**src/rtl/ble_mod_pkg.sv**
```systemverilog
// Shared definitions for the GFSK symbol modulator: FSM state encoding and
// default frequency-control word geometry.
package ble_mod_pkg;

    typedef enum logic [1:0] {
        IDLE  = 2'd0,
        RUN   = 2'd1,
        DRAIN = 2'd2
    } state_t;

    localparam int FCW_W_DEF   = 12;
    localparam int DEV_FCW_DEF = 256;

endpackage

```
**src/rtl/fcw_slew.sv**
```systemverilog
// Clamped step limiter: moves cur toward target by at most DEV_STEP, landing
// exactly on target when it is within one step.
module fcw_slew #(
    parameter int FCW_W    = 12,
    parameter int DEV_STEP = 64
) (
    input  logic signed [FCW_W-1:0] target,
    input  logic signed [FCW_W-1:0] cur,
    output logic signed [FCW_W-1:0] nxt
);

    localparam logic signed [FCW_W:0] STEP = (FCW_W+1)'(DEV_STEP);

    logic signed [FCW_W:0] diff_s;

    // One extra bit keeps a full +DEV to -DEV swing from wrapping.
    always_comb begin
        diff_s = {target[FCW_W-1], target} - {cur[FCW_W-1], cur};
        if (diff_s > STEP) begin
            nxt = cur + STEP[FCW_W-1:0];
        end else if (diff_s < -STEP) begin
            nxt = cur - STEP[FCW_W-1:0];
        end else begin
            nxt = target;
        end
    end

endmodule

```
**src/rtl/gfsk_symbol_mod.sv**
```systemverilog
// GFSK symbol modulator: holds each symbol for SAMPLES_PER_SYM clocks and emits
// a signed FCW of +/-DEV_FCW. Define BLE_MOD_RAMP_EN to slew fcw by DEV_STEP per clock.
module gfsk_symbol_mod
    import ble_mod_pkg::*;
#(
    parameter int SAMPLES_PER_SYM = 16,
    parameter int FCW_W           = FCW_W_DEF,
    parameter int DEV_FCW         = DEV_FCW_DEF
`ifdef BLE_MOD_RAMP_EN
    ,
    parameter int DEV_STEP        = 64
`endif
) (
    input  logic                    clk,
    input  logic                    rst,
    input  logic                    start,
    input  logic                    symVal,
    output logic                    symDone,
    output logic signed [FCW_W-1:0] fcw,
    output logic                    txActive
);

    localparam int CNT_W = $clog2(SAMPLES_PER_SYM);
    localparam logic [CNT_W-1:0] CNT_ZERO = {CNT_W{1'b0}};
    localparam logic [CNT_W-1:0] CNT_MAX  = CNT_W'(SAMPLES_PER_SYM - 1);
    localparam logic [CNT_W-1:0] CNT_PRE  = CNT_W'(SAMPLES_PER_SYM - 2);
    localparam logic signed [FCW_W-1:0] FCW_ZERO = {FCW_W{1'b0}};
    localparam logic signed [FCW_W-1:0] FCW_POS  = FCW_W'(DEV_FCW);
    localparam logic signed [FCW_W-1:0] FCW_NEG  = FCW_W'(-DEV_FCW);

    state_t                    state_r;
    state_t                    state_nxt_s;
    logic [CNT_W-1:0]          cnt_r;
    logic [CNT_W-1:0]          cnt_nxt_s;
    logic                      sym_q_r;
    logic                      done_r;
    logic                      active_r;
    logic signed [FCW_W-1:0]   fcw_r;
    logic signed [FCW_W-1:0]   fcw_nxt_s;
    logic signed [FCW_W-1:0]   dest_s;
    logic signed [FCW_W-1:0]   slew_s;

`ifdef BLE_MOD_RAMP_EN
    fcw_slew #(
        .FCW_W    (FCW_W),
        .DEV_STEP (DEV_STEP)
    ) u_fcw_slew (
        .target (dest_s),
        .cur    (fcw_r),
        .nxt    (slew_s)
    );
`else
    assign slew_s = dest_s;
`endif

    // Destination of fcw and its next value; fcw holds during cnt==0 while the new symbol is captured.
    always_comb begin
        dest_s    = sym_q_r ? FCW_POS : FCW_NEG;
        fcw_nxt_s = FCW_ZERO;
        case (state_r)
            IDLE: begin
                fcw_nxt_s = FCW_ZERO;
            end
            RUN: begin
                if (cnt_r != CNT_ZERO) begin
                    fcw_nxt_s = slew_s;
                end else begin
                    fcw_nxt_s = fcw_r;
                end
            end
            DRAIN: begin
                dest_s    = FCW_ZERO;
                fcw_nxt_s = slew_s;
            end
            default: begin
                fcw_nxt_s = FCW_ZERO;
            end
        endcase
    end

    // Next-state and symbol counter.
    always_comb begin
        state_nxt_s = state_r;
        cnt_nxt_s   = cnt_r;
        case (state_r)
            IDLE: begin
                cnt_nxt_s = CNT_ZERO;
                if (start) begin
                    state_nxt_s = RUN;
                end else begin
                    state_nxt_s = IDLE;
                end
            end
            RUN: begin
                if (cnt_r == CNT_MAX) begin
                    cnt_nxt_s = CNT_ZERO;
                    if (start) begin
                        state_nxt_s = RUN;
                    end else begin
                        state_nxt_s = DRAIN;
                    end
                end else begin
                    cnt_nxt_s   = cnt_r + CNT_W'(1);
                    state_nxt_s = RUN;
                end
            end
            DRAIN: begin
                cnt_nxt_s = CNT_ZERO;
                if (fcw_nxt_s == FCW_ZERO) begin
                    state_nxt_s = IDLE;
                end else begin
                    state_nxt_s = DRAIN;
                end
            end
            default: begin
                cnt_nxt_s   = CNT_ZERO;
                state_nxt_s = IDLE;
            end
        endcase
    end

    // State, counter, symbol capture and registered outputs.
    always_ff @(posedge clk) begin
        if (rst) begin
            state_r  <= IDLE;
            cnt_r    <= CNT_ZERO;
            sym_q_r  <= 1'b0;
            fcw_r    <= FCW_ZERO;
            done_r   <= 1'b0;
            active_r <= 1'b0;
        end else begin
            state_r  <= state_nxt_s;
            cnt_r    <= cnt_nxt_s;
            fcw_r    <= fcw_nxt_s;
            if (state_r == RUN && cnt_r == CNT_ZERO) begin
                sym_q_r <= symVal;
            end
            // Raised one edge early so the pulse lines up with the cnt==SAMPLES_PER_SYM-1 cycle.
            done_r   <= (state_r == RUN) && (cnt_r == CNT_PRE);
            active_r <= (state_nxt_s != IDLE);
        end
    end

    assign symDone  = done_r;
    assign fcw      = fcw_r;
    assign txActive = active_r;

endmodule

```
**config.mk**
```make
export PLATFORM = sky130hd
export DESIGN_NAME = gfsk_symbol_mod
export DESIGN_NICKNAME = d
export VERILOG_FILES = /design/src/rtl/ble_mod_pkg.sv /design/src/rtl/fcw_slew.sv /design/src/rtl/gfsk_symbol_mod.sv
export SDC_FILE = /design/constraint.sdc
export NUM_CORES = 1
export LEC_CHECK = 0
export ABC_AREA = 1
export BUFFER_PORTS_ARGS = -buffer_cell sky130_fd_sc_hd__buf_4
export CELL_PAD_IN_SITES_DETAIL_PLACEMENT = 0
export CELL_PAD_IN_SITES_GLOBAL_PLACEMENT = 1
export CORE_UTILIZATION = 34
export DETAILED_ROUTE_END_ITERATION = 6
export GPL_TIMING_DRIVEN = 0
export PLACE_DENSITY_LB_ADDON = 0.1
export SYNTH_ARGS = -nofsm -noshare
export SYNTH_HDL_FRONTEND = slang
export SYNTH_SLANG_ARGS = --single-unit
```
**constraint.sdc**
```tcl
create_clock -name clk -period 1.5 [get_ports clk]
set_input_delay 0.3 -clock clk [delete_from_list [all_inputs] [get_ports clk]]
set_output_delay 0.3 -clock clk [all_outputs]
set_load 0.01 [all_outputs]
```
==> impl_metrics.py, run 1 <==
metrics = {
    "timing": {
        "rsz0062_at_grt": "yes",
        "setup_violations": 0,
        "clock_skew_ns": 0.00414,
        "tns_ns": 0,
        "whs_ns": 0.197,
        "hold_violations": 0,
        "setup_ws_ns": 0.0667,
        "worstMarginPinSlew_ns": 0.418,
        "slew_viol_final": 0,
        "timing.fmax_mhz": 698,
        "period_needed_ns": 1.43,
        "final.period_utilization_pct": 95.6,
        "max_slew_margin_pct": 72.1,
    },
    "grt": {
        "grt_remaining_overflow": 0,
        "grt_pass1_wl_mm": 3.26,
        "grt_usage_pct": 15.5,
        "antenna_found_initial": 0,
        "grt_pass1_vias": 755,
        "grt_start_max_net_pins": 12,
    },
    "setup_path": {
        "r2r_cells": 10,
        "r2r-end": "state_r[1]$_SDFF_PP0_",
        "cp-startpoint": "state_r[0]$_SDFF_PP0_",
        "critical_path_arrival_ns": 1.67,
        "crit_path_start_kind": "register",
        "path_common_cell": "nand2_1",
        "cpPeakStageDelay_ns": 0.38,
        "cp.required_ns": 1.74,
        "critPathCaptureType": "register",
        "rr_startpoint": "state_r[0]$_SDFF_PP0_",
        "crit_family": "simple AND/OR/NAND/NOR gates",
        "r2r_slack_ns": 0.07,
        "crit_path_max_fanout": 3,
        "worst-setup-path-type": "register to register",
        "critPathBufInv": 1,
        "crit_chain": "inv_4 -> ha_4 -> or2_2 -> nand2_4 -> nand3_1 -> nand2_1 -> nor2_2 -> nand2_1 -> nand2_1 -> a21oi_2",
        "cpMaxStageDelayCell": "dfxtp_4",
        "crit_path_end": "state_r[1]$_SDFF_PP0_",
        "path_depth": 10,
    },
    "floorplanning": {
        "core_um2": 2540,
        "dieArea_um2": 2990,
        "die_h_um": 54.6,
        "rows": 18,
        "num_io_pins": 18,
        "fp.dieW_um": 54.6,
        "start_util_pct": 37.0,
    },
    "synth": {
        "synthAdderAreaFrac_pct": 9.30,
        "ys_async_sr_fraction_pct": 0,
        "yosys_most_used_dff": "dfxtp_1",
        "synth_top_cell_by_area": "dfxtp_1",
        "synth_cells": 119,
        "syn_area_um2": 942,
        "synthTopCellsByArea": "dfxtp_1, ha_1, nand3_1",
        "synth_top_area_share_pct": 44.6,
        "post-synth-top-count-cell": "dfxtp_1",
        "synth_compound_area_share_pct": 5.18,
        "yosysWarnings": 0,
        "ys_seq_area_share_pct": 44.6,
        "avgSynthCellArea_um2": 7.92,
        "synth-simple-area-share_pct": 32.4,
        "synth_top_family_by_area": "simple AND/OR/NAND/NOR gates",
        "synthDistinctLibCells": 24,
        "synth_seq_cells": 21,
        "muxShareOfSynthArea_pct": 0,
        "synth_edf_count": 0,
        "synthXorXnorAreaFrac_pct": 0.930,
        "netlist_top_cells_count": "dfxtp_1, nor2_1, inv_1",
        "syn-num-nets": 130,
    },
    "cts": {
        "cts_sinks": 21,
        "root_buffer": "clkbuf_4",
        "cts_hold_buf": 0,
        "h-tree-depth": 1,
        "clk_latency_ns": 0.30,
        "cts_max_path_buffers": 2,
        "cts_tree": "yes",
        "cts_buffers": 3,
        "clk_pin_slew_ns": 0.11,
    },
    "finish": {
        "ff_latch_area_um2": 430,
        "multi_input_area_um2": 534,
        "diodes": 0,
        "area_growth_pct": 35.3,
        "layout-drive-gt1-share_pct": 32.9,
        "fillerInstances": 276,
        "finalNetCount": 158,
    },
    "hold_path": {
        "hold_class": "input pin to register",
    },
    "placed_design": {
        "gp_congestion": 0.736,
        "hpwl_mm": 1.39,
        "dp_slack_ns": -0.224,
        "numPortBuffers": 17,
    },
    "route": {
        "drtIter0Drc": 7,
        "wl_per_cell_um": 11.2,
        "drc_errors": 0,
        "wl_mm": 1.96,
        "antenna_left": 0,
        "via_count": 824,
        "dr.pass1.iters": 4,
        "vias_per_cell": 4.68,
    },
    "power_and_ir_drop": {
        "powerDensity_nw_per_um2": 759,
        "swShare_pct": 25.2,
        "clkPwrFrac_pct": 27.9,
        "p_total_uw": 968,
        "power.switching_uw": 244,
        "p_seq_share_pct": 59.0,
        "p_int_uw": 724,
        "p_leak_nw": 0.571,
        "pwr-share-comb_pct": 13.1,
        "peakVddDrop_v": 0.000537,
    },
    "job": {
        "maxCapViolCount": 0,
    },
    "run_status": {
        "status": "completed",
    },
}
-- cells by family after synthesis --
kind of cell | after synthesis
simple gates | 63
buf+inv | 19
xor+xnor | 1
flops | 21
fa+ha+maj | 7
compound gates | 8
-- registers in the layout, summed over array words and instances, names as in the netlist --
register,cells
cnt_r,4
sym_q_r,1
fcw,12
state_r,2
symDone,1
txActive,1
-- worst min-delay path by stage --
stage                            from                end  cells past startpoint
floorplan                         rst  fcw[2]$_SDFF_PP0_                      1
global placement    fcw[3]$_SDFF_PP0_  fcw[3]$_SDFF_PP0_                      2
detailed placement  fcw[3]$_SDFF_PP0_  fcw[3]$_SDFF_PP0_                      2
CTS                               rst  fcw[3]$_SDFF_PP0_                      2
global route                      rst  fcw[3]$_SDFF_PP0_                      2
finish                            rst  fcw[2]$_SDFF_PP0_                      2
-- cell type report --
cell class / count / share of cell area, %
clock buffer: 4 / 2.06
sequential: 21 / 33.8
multi-input combinational: 80 / 41.9
timing repair buffer: 22 / 13.0
inverter: 18 / 6.08
buffer: 1 / 0.294
tap: 30 / 2.94
-- power by group through the flow --
stage,logic [mW],clock network (mW),registers [mW]
after floorplan,0.0576,0,0.585
after global placement,0.0861,0,0.584
after detailed placement,0.0866,0,0.585
after CTS,0.108,0.285,0.574
after global routing,0.141,0.306,0.572
final,0.126,0.270,0.571
-- cell usage in the layout (no fill, tap or decap) --
cell type / n
o211ai_1: 1
a21o_1: 1
nand2_2: 2
nor4_1: 4
inv_1: 15
nand3b_1: 2
nand3_1: 13
nand2_4: 3
nor3_1: 2
o21ai_0: 1
clkinv_4: 1
ha_4: 4
a21oi_1: 2
clkbuf_4: 3
o21ai_1: 2
a21oi_2: 1
nand3_2: 2
ha_1: 3
dfxtp_2: 2
nor2_2: 1
buf_4: 22
nor2_1: 18
xnor2_1: 1
inv_4: 2
dfxtp_4: 2
or2_0: 1
dfxtp_1: 17
clkbuf_1: 2
or2_2: 1
nand2_1: 13
nor2_4: 2
-- through the flow --
step                instances  cell area [um^2]  utilization [%]
floorplan                 119               943                -
global placement          166              1110             43.6
detailed placement        166              1110             43.6
CTS                       172              1210             47.4
global route              176              1270             50.1
finish                    176              1270             50.1
-- routing by layer --
metal	routed length [um]	GRT usage, %
met1	984	20.7
met2	893	23.3
met3	44	2.50
met4	41	8.97
met5	0	0
-- what timing repair did --
item                       4_1_cts  5_1_grt
setup endpoints to repair        1        1
cloned                           1        0
pin swaps                        2        5
resized for setup               14       10
buffers inserted                 1        4
(Power assumes the default switching activity.)
==> run 2: changes to the inputs <==
Settings changed: CORE_UTILIZATION 34 to 37, CTS_BUF_LIST set to sky130_fd_sc_hd__clkbuf_4.
==> impl_metrics.py, run 2 (same netlist as run 1, synthesis figures left out) <==
metrics = {
    "finish": {
        "multi_input_area_um2": 553,
        "final_common_cell": "buf_4",
        "fillerInstances": 228,
        "ff_latch_area_um2": 428,
        "largest_reg_flops": 12,
        "finalNetCount": 158,
        "area_growth_pct": 38.0,
        "layout-drive-gt1-share_pct": 36.3,
        "diodes": 0,
        "final_cells": 174,
        "mostFrequentLayoutCells": "buf_4, nor2_1, dfxtp_1",
    },
    "grt": {
        "grt_pass1_wl_mm": 3.07,
        "grt_remaining_overflow": 0,
        "grt_pass1_vias": 717,
        "antenna_found_initial": 0,
        "grt_start_max_net_pins": 12,
        "grt_usage_pct": 15.2,
    },
    "timing": {
        "hold_violations": 0,
        "period_needed_ns": 1.41,
        "worstMarginPinSlew_ns": 0.447,
        "whs_ns": 0.211,
        "rsz0062_at_grt": "yes",
        "timing.fmax_mhz": 707,
        "slew_viol_final": 0,
        "clock_skew_ns": 0.00135,
        "max_slew_margin_pct": 70.2,
        "setup_ws_ns": 0.0852,
        "final.period_utilization_pct": 94.3,
        "setup_violations": 0,
    },
    "cts": {
        "cts_hold_buf": 0,
        "cts_buffers": 3,
        "cts_max_path_buffers": 2,
        "cts_tree": "yes",
        "root_buffer": "clkbuf_4",
        "cts_sinks": 21,
        "clk_latency_ns": 0.29,
        "clk_pin_slew_ns": 0.11,
        "h-tree-depth": 1,
    },
    "route": {
        "dr.pass1.iters": 5,
        "wl_per_cell_um": 11.3,
        "via_count": 823,
        "vias_per_cell": 4.73,
        "drtIter0Drc": 10,
        "drc_errors": 0,
        "wl_mm": 1.96,
        "antenna_left": 0,
    },
    "power_and_ir_drop": {
        "p_total_uw": 989,
        "peakVddDrop_v": 0.000502,
        "p_leak_nw": 0.568,
        "powerDensity_nw_per_um2": 761,
    },
    "setup_path": {
        "cp.required_ns": 1.73,
        "critical_path_arrival_ns": 1.65,
        "worst-setup-path-type": "register to register",
        "crit_path_max_fanout": 8,
        "crit_path_start_kind": "register",
        "critPathCaptureType": "register",
    },
    "floorplanning": {
        "die_h_um": 52.5,
        "num_io_pins": 18,
        "rows": 17,
        "core_um2": 2300,
        "start_util_pct": 41.0,
        "fp.dieW_um": 52.5,
        "dieArea_um2": 2750,
    },
    "placed_design": {
        "dp_slack_ns": -0.200,
        "numPortBuffers": 17,
        "dp.cells": 164,
        "hpwl_mm": 1.36,
        "gp_congestion": 0.740,
    },
    "run_status": {
        "status": "completed",
    },
    "hold_path": {
        "hold_class": "input pin to register",
    },
    "job": {
        "maxCapViolCount": 0,
    },
}
## run 2: cell types whose count changed in the layout (fill, tap and decap cells not counted), sizes merged
cell,delta
nand2,-1
clkinv,-1
inv,+1
buf,+1
## run 2: what timing repair did
action | 4_1_cts | 5_1_grt
setup buffers | 1 | 5
pin swaps | 1 | 6
endpoints found under the setup margin | 1 | 1
gates resized for setup | 9 | 22
## run 2: final timing paths
kind,start,to,slack [ns],cells past startpoint
worst min register to register,cnt_r[0]$_SDFF_PP0_,cnt_r[0]$_SDFF_PP0_,0.46,1
worst max register to register,state_r[1]$_SDFF_PP0_,state_r[1]$_SDFF_PP0_,0.09,10
worst max-delay path,state_r[1]$_SDFF_PP0_,state_r[1]$_SDFF_PP0_,0.09,10
worst min-delay path,rst,fcw[2]$_SDFF_PP0_,0.21,2
## run 2: critical path, stage by stage, from the launching register on
cell	delay, ns
dfxtp_4	0.40
inv_4	0.05
ha_4	0.30
nand2_8	0.09
inv_8	0.08
nand3_1	0.09
nand2_1	0.09
nor2_1	0.05
nand2_1	0.07
nand2_2	0.05
a21oi_2	0.09
## run 2: report_power, final
group / total, mW / internal (mW) / switching [mW]
clock network: 0.285 / 0.121 / 0.164
registers: 0.571 / 0.565 / 0.00530
logic: 0.133 / 0.0597 / 0.0737
## run 2: cell type report
cell class              count  area share [%]
repair buffers             23            13.3
flip-flops and latches     21            32.9
clock buffers               4            2.31
well taps                  28            2.69
multi-input cells          79            42.5
inverters                  18            5.97
plain buffers               1           0.289
## run 2: through the flow
step | setup TNS [ns] | instance area (um^2) | utilization, %
6_report | 0 | 1300 | 56.6
5_1_grt | -0.0138 | 1300 | 56.6
4_1_cts | 0 | 1180 | 51.4
3_5_place_dp | -0.200 | 1110 | 48.1
3_3_place_gp | -0.186 | 1110 | 48.1
2_1_floorplan | 0 | 943 | -
## run 2: metal layers
layer	GRT usage [%]	up-vias	part of all wire (%)
met1	21.7	375	52
met3	2.61	2	3.4
met4	6.58	0	0.87
met2	22.2	13	44
met5	0	-	0
li1	-	433	-
==> run 3: changes to the inputs <==
Settings changed: ABC_AREA 1 to not set.
==> impl_metrics.py, run 3 <==
metrics = {
    "synth": {
        "synthTopCellsByArea": "dfxtp_1, ha_1, and2_1",
        "yosysWarnings": 0,
        "synth_top_cell_by_area": "dfxtp_1",
        "synth_cells": 81,
        "synth_top_area_share_pct": 51.4,
        "syn_area_um2": 818,
        "syn-num-nets": 92,
        "synth_seq_cells": 21,
        "synth_edf_count": 0,
        "synthDistinctLibCells": 24,
        "netlist_top_cells_count": "dfxtp_1, and2_1, a21oi_1, ha_1, inv_1",
        "yosys_most_used_dff": "dfxtp_1",
        "ys_async_sr_fraction_pct": 0,
        "post-synth-top-count-cell": "dfxtp_1",
        "ys_seq_area_share_pct": 51.4,
        "avgSynthCellArea_um2": 10.1,
    },
    "floorplanning": {
        "rows": 16,
        "start_util_pct": 40.5,
        "die_h_um": 49.0,
        "core_um2": 2020,
        "dieArea_um2": 2400,
        "fp.dieW_um": 49.0,
        "num_io_pins": 18,
    },
    "setup_path": {
        "critPathCaptureType": "register",
        "crit_family": "simple AND/OR/NAND/NOR gates",
        "critPathBufInv": 1,
        "cpPeakStageDelay_ns": 0.43,
        "cp.required_ns": 1.76,
        "crit_path_max_fanout": 5,
        "worst-setup-path-type": "register to register",
        "crit_path_start_kind": "register",
        "cpMaxStageDelayCell": "or3b_4",
        "crit_chain": "inv_1 -> ha_1 -> or3b_4 -> nor2_4 -> a41o_1",
        "critical_path_arrival_ns": 1.67,
    },
    "finish": {
        "largest_reg_flops": 12,
        "layout-drive-gt1-share_pct": 28.8,
        "diodes": 0,
        "mostFrequentLayoutCells": "dfxtp_1, buf_4, and2_1",
        "area_growth_pct": 25.1,
        "finalNetCount": 116,
        "final_common_cell": "dfxtp_1",
        "fillerInstances": 195,
    },
    "power_and_ir_drop": {
        "swShare_pct": 23.1,
        "p_leak_nw": 0.451,
        "power.switching_uw": 209,
        "clkPwrFrac_pct": 29.6,
        "peakVddDrop_v": 0.000539,
        "p_int_uw": 696,
        "powerDensity_nw_per_um2": 884,
        "p_seq_share_pct": 63.2,
        "pwr-share-comb_pct": 7.1,
    },
    "route": {
        "met2_length_um": 618,
        "antenna_left": 0,
        "wirelength_met1_um": 776,
        "wl_per_cell_um": 11.3,
        "highest_layer": "met4",
        "dr.pass1.iters": 4,
        "vias_per_cell": 4.75,
        "drc_errors": 0,
        "via_count": 622,
        "drtIter0Drc": 15,
        "wl_mm": 1.48,
        "wl_met3_um": 50,
    },
    "timing": {
        "tns_ns": 0,
        "period_needed_ns": 1.41,
        "timing.fmax_mhz": 709,
        "worstMarginPinSlew_ns": 0.333,
        "clock_skew_ns": 0.00585,
        "slew_viol_final": 0,
        "whs_ns": 0.177,
        "setup_violations": 0,
        "hold_violations": 0,
        "final.period_utilization_pct": 94.0,
        "rsz0062_at_grt": "no",
        "max_slew_margin_pct": 77.6,
    },
    "cts": {
        "cts_buffers": 3,
        "cts_hold_buf": 0,
        "cts_max_path_buffers": 2,
        "h-tree-depth": 1,
        "clk_latency_ns": 0.30,
        "clk_pin_slew_ns": 0.12,
        "root_buffer": "clkbuf_4",
        "cts_sinks": 21,
        "cts_tree": "yes",
    },
    "run_status": {
        "status": "completed",
    },
    "grt": {
        "grt_pass1_vias": 562,
        "antenna_found_initial": 0,
        "grt_remaining_overflow": 0,
        "grt_start_max_net_pins": 13,
        "grt_pass1_wl_mm": 2.47,
        "grt_usage_pct": 13.7,
    },
    "placed_design": {
        "gp_congestion": 0.793,
        "hpwl_mm": 1.09,
        "numPortBuffers": 17,
    },
    "hold_path": {
        "hold_class": "input pin to register",
    },
    "job": {
        "maxCapViolCount": 0,
    },
}
run 3: changes by cell type after synthesis, sizes merged, moves of 2 or more:
cell | previous run | this run
nor2 | 21 | 5
nand2 | 17 | 3
nand3 | 15 | 4
inv | 17 | 7
and2 | 0 | 8
a21oi | 3 | 7
and3 | 0 | 2
or2 | 2 | 0
run 3: timing repair:
action	4_1_cts	5_1_grt
setup endpoints to repair	1	12
gates resized for setup	0	3
pin swaps	1	1
buffers inserted	0	1
gates cloned	0	1
run 3: worst reg2reg max path, cell delays in order, from the launching register on:
cell and delay (ns):
dfxtp_2 0.36, inv_1 0.07, ha_1 0.15, or3b_4 0.43, nor2_4 0.18, a41o_1 0.18
run 3: kinds of logic (layout without fill, tap and decap cells):
group,count (synthesis),after routing,share of synthesized area (%)
and+or+nand+nor,33,34,25.1
xor gates and xnor gates,1,1,1.07
adders and majority gates,7,7,10.7
AOI/OAI and AO/OA,12,12,8.56
buffers and inverters,7,29,3.21
DFF,21,21,51.4
run 3: path summary, 6_finish.rpt:
check | start | slack, ns | cells past startpoint | to
setup / recovery | cnt_r[1]$_SDFF_PP0_ | 0.09 | 5 | state_r[1]$_SDFF_PP0_
hold / removal | rst | 0.18 | 2 | sym_q_r$_SDFFE_PP0P_
setup reg to reg | cnt_r[1]$_SDFF_PP0_ | 0.09 | 5 | state_r[1]$_SDFF_PP0_
hold reg to reg | fcw[10]$_SDFF_PP0_ | 0.49 | 2 | fcw[10]$_SDFF_PP0_
run 3: cell type report:
cell class / count / area (um^2) / share of cell area [%]
Clock buffer: 3 / 22.5 / 2.20
Multi-Input combinational cell: 54 / 378 / 36.9
Clock inverter: 1 / 5.00 / 0.489
Sequential cell: 21 / 423 / 41.3
Timing Repair Buffer: 18 / 135 / 13.2
Inverter: 7 / 26.3 / 2.57
Tap cell: 27 / 33.8 / 3.30
run 3: stage by stage:
step	cells	power [mW]	setup slack (ns)	utilization (%)	instance area, um^2
2_1_floorplan	81	0.623	0.188	-	818
3_3_place_gp	125	0.644	0.0428	48.5	980
3_5_place_dp	125	0.645	0.0249	48.5	980
4_1_cts	129	0.906	0.00504	49.8	1010
5_1_grt	131	0.967	0.00751	50.6	1020
6_report	131	0.905	0.0896	50.6	1020
run 3: routing by layer:
layer | up-vias | global-route usage (%)
li1 | 323 | -
met2 | 13 | 20.1
met1 | 281 | 18.4
met3 | 5 | 3.12
met5 | - | 0
met4 | 0 | 7.35
run 3: power groups by stage:
stage / combinational (mW) / clock [mW] / sequential [mW]
finish: 0.0647 / 0.268 / 0.572
global route: 0.0725 / 0.320 / 0.575
CTS: 0.0608 / 0.273 / 0.572
detailed placement: 0.0595 / 0 / 0.585
global placement: 0.0601 / 0 / 0.584
floorplan: 0.0380 / 0 / 0.585
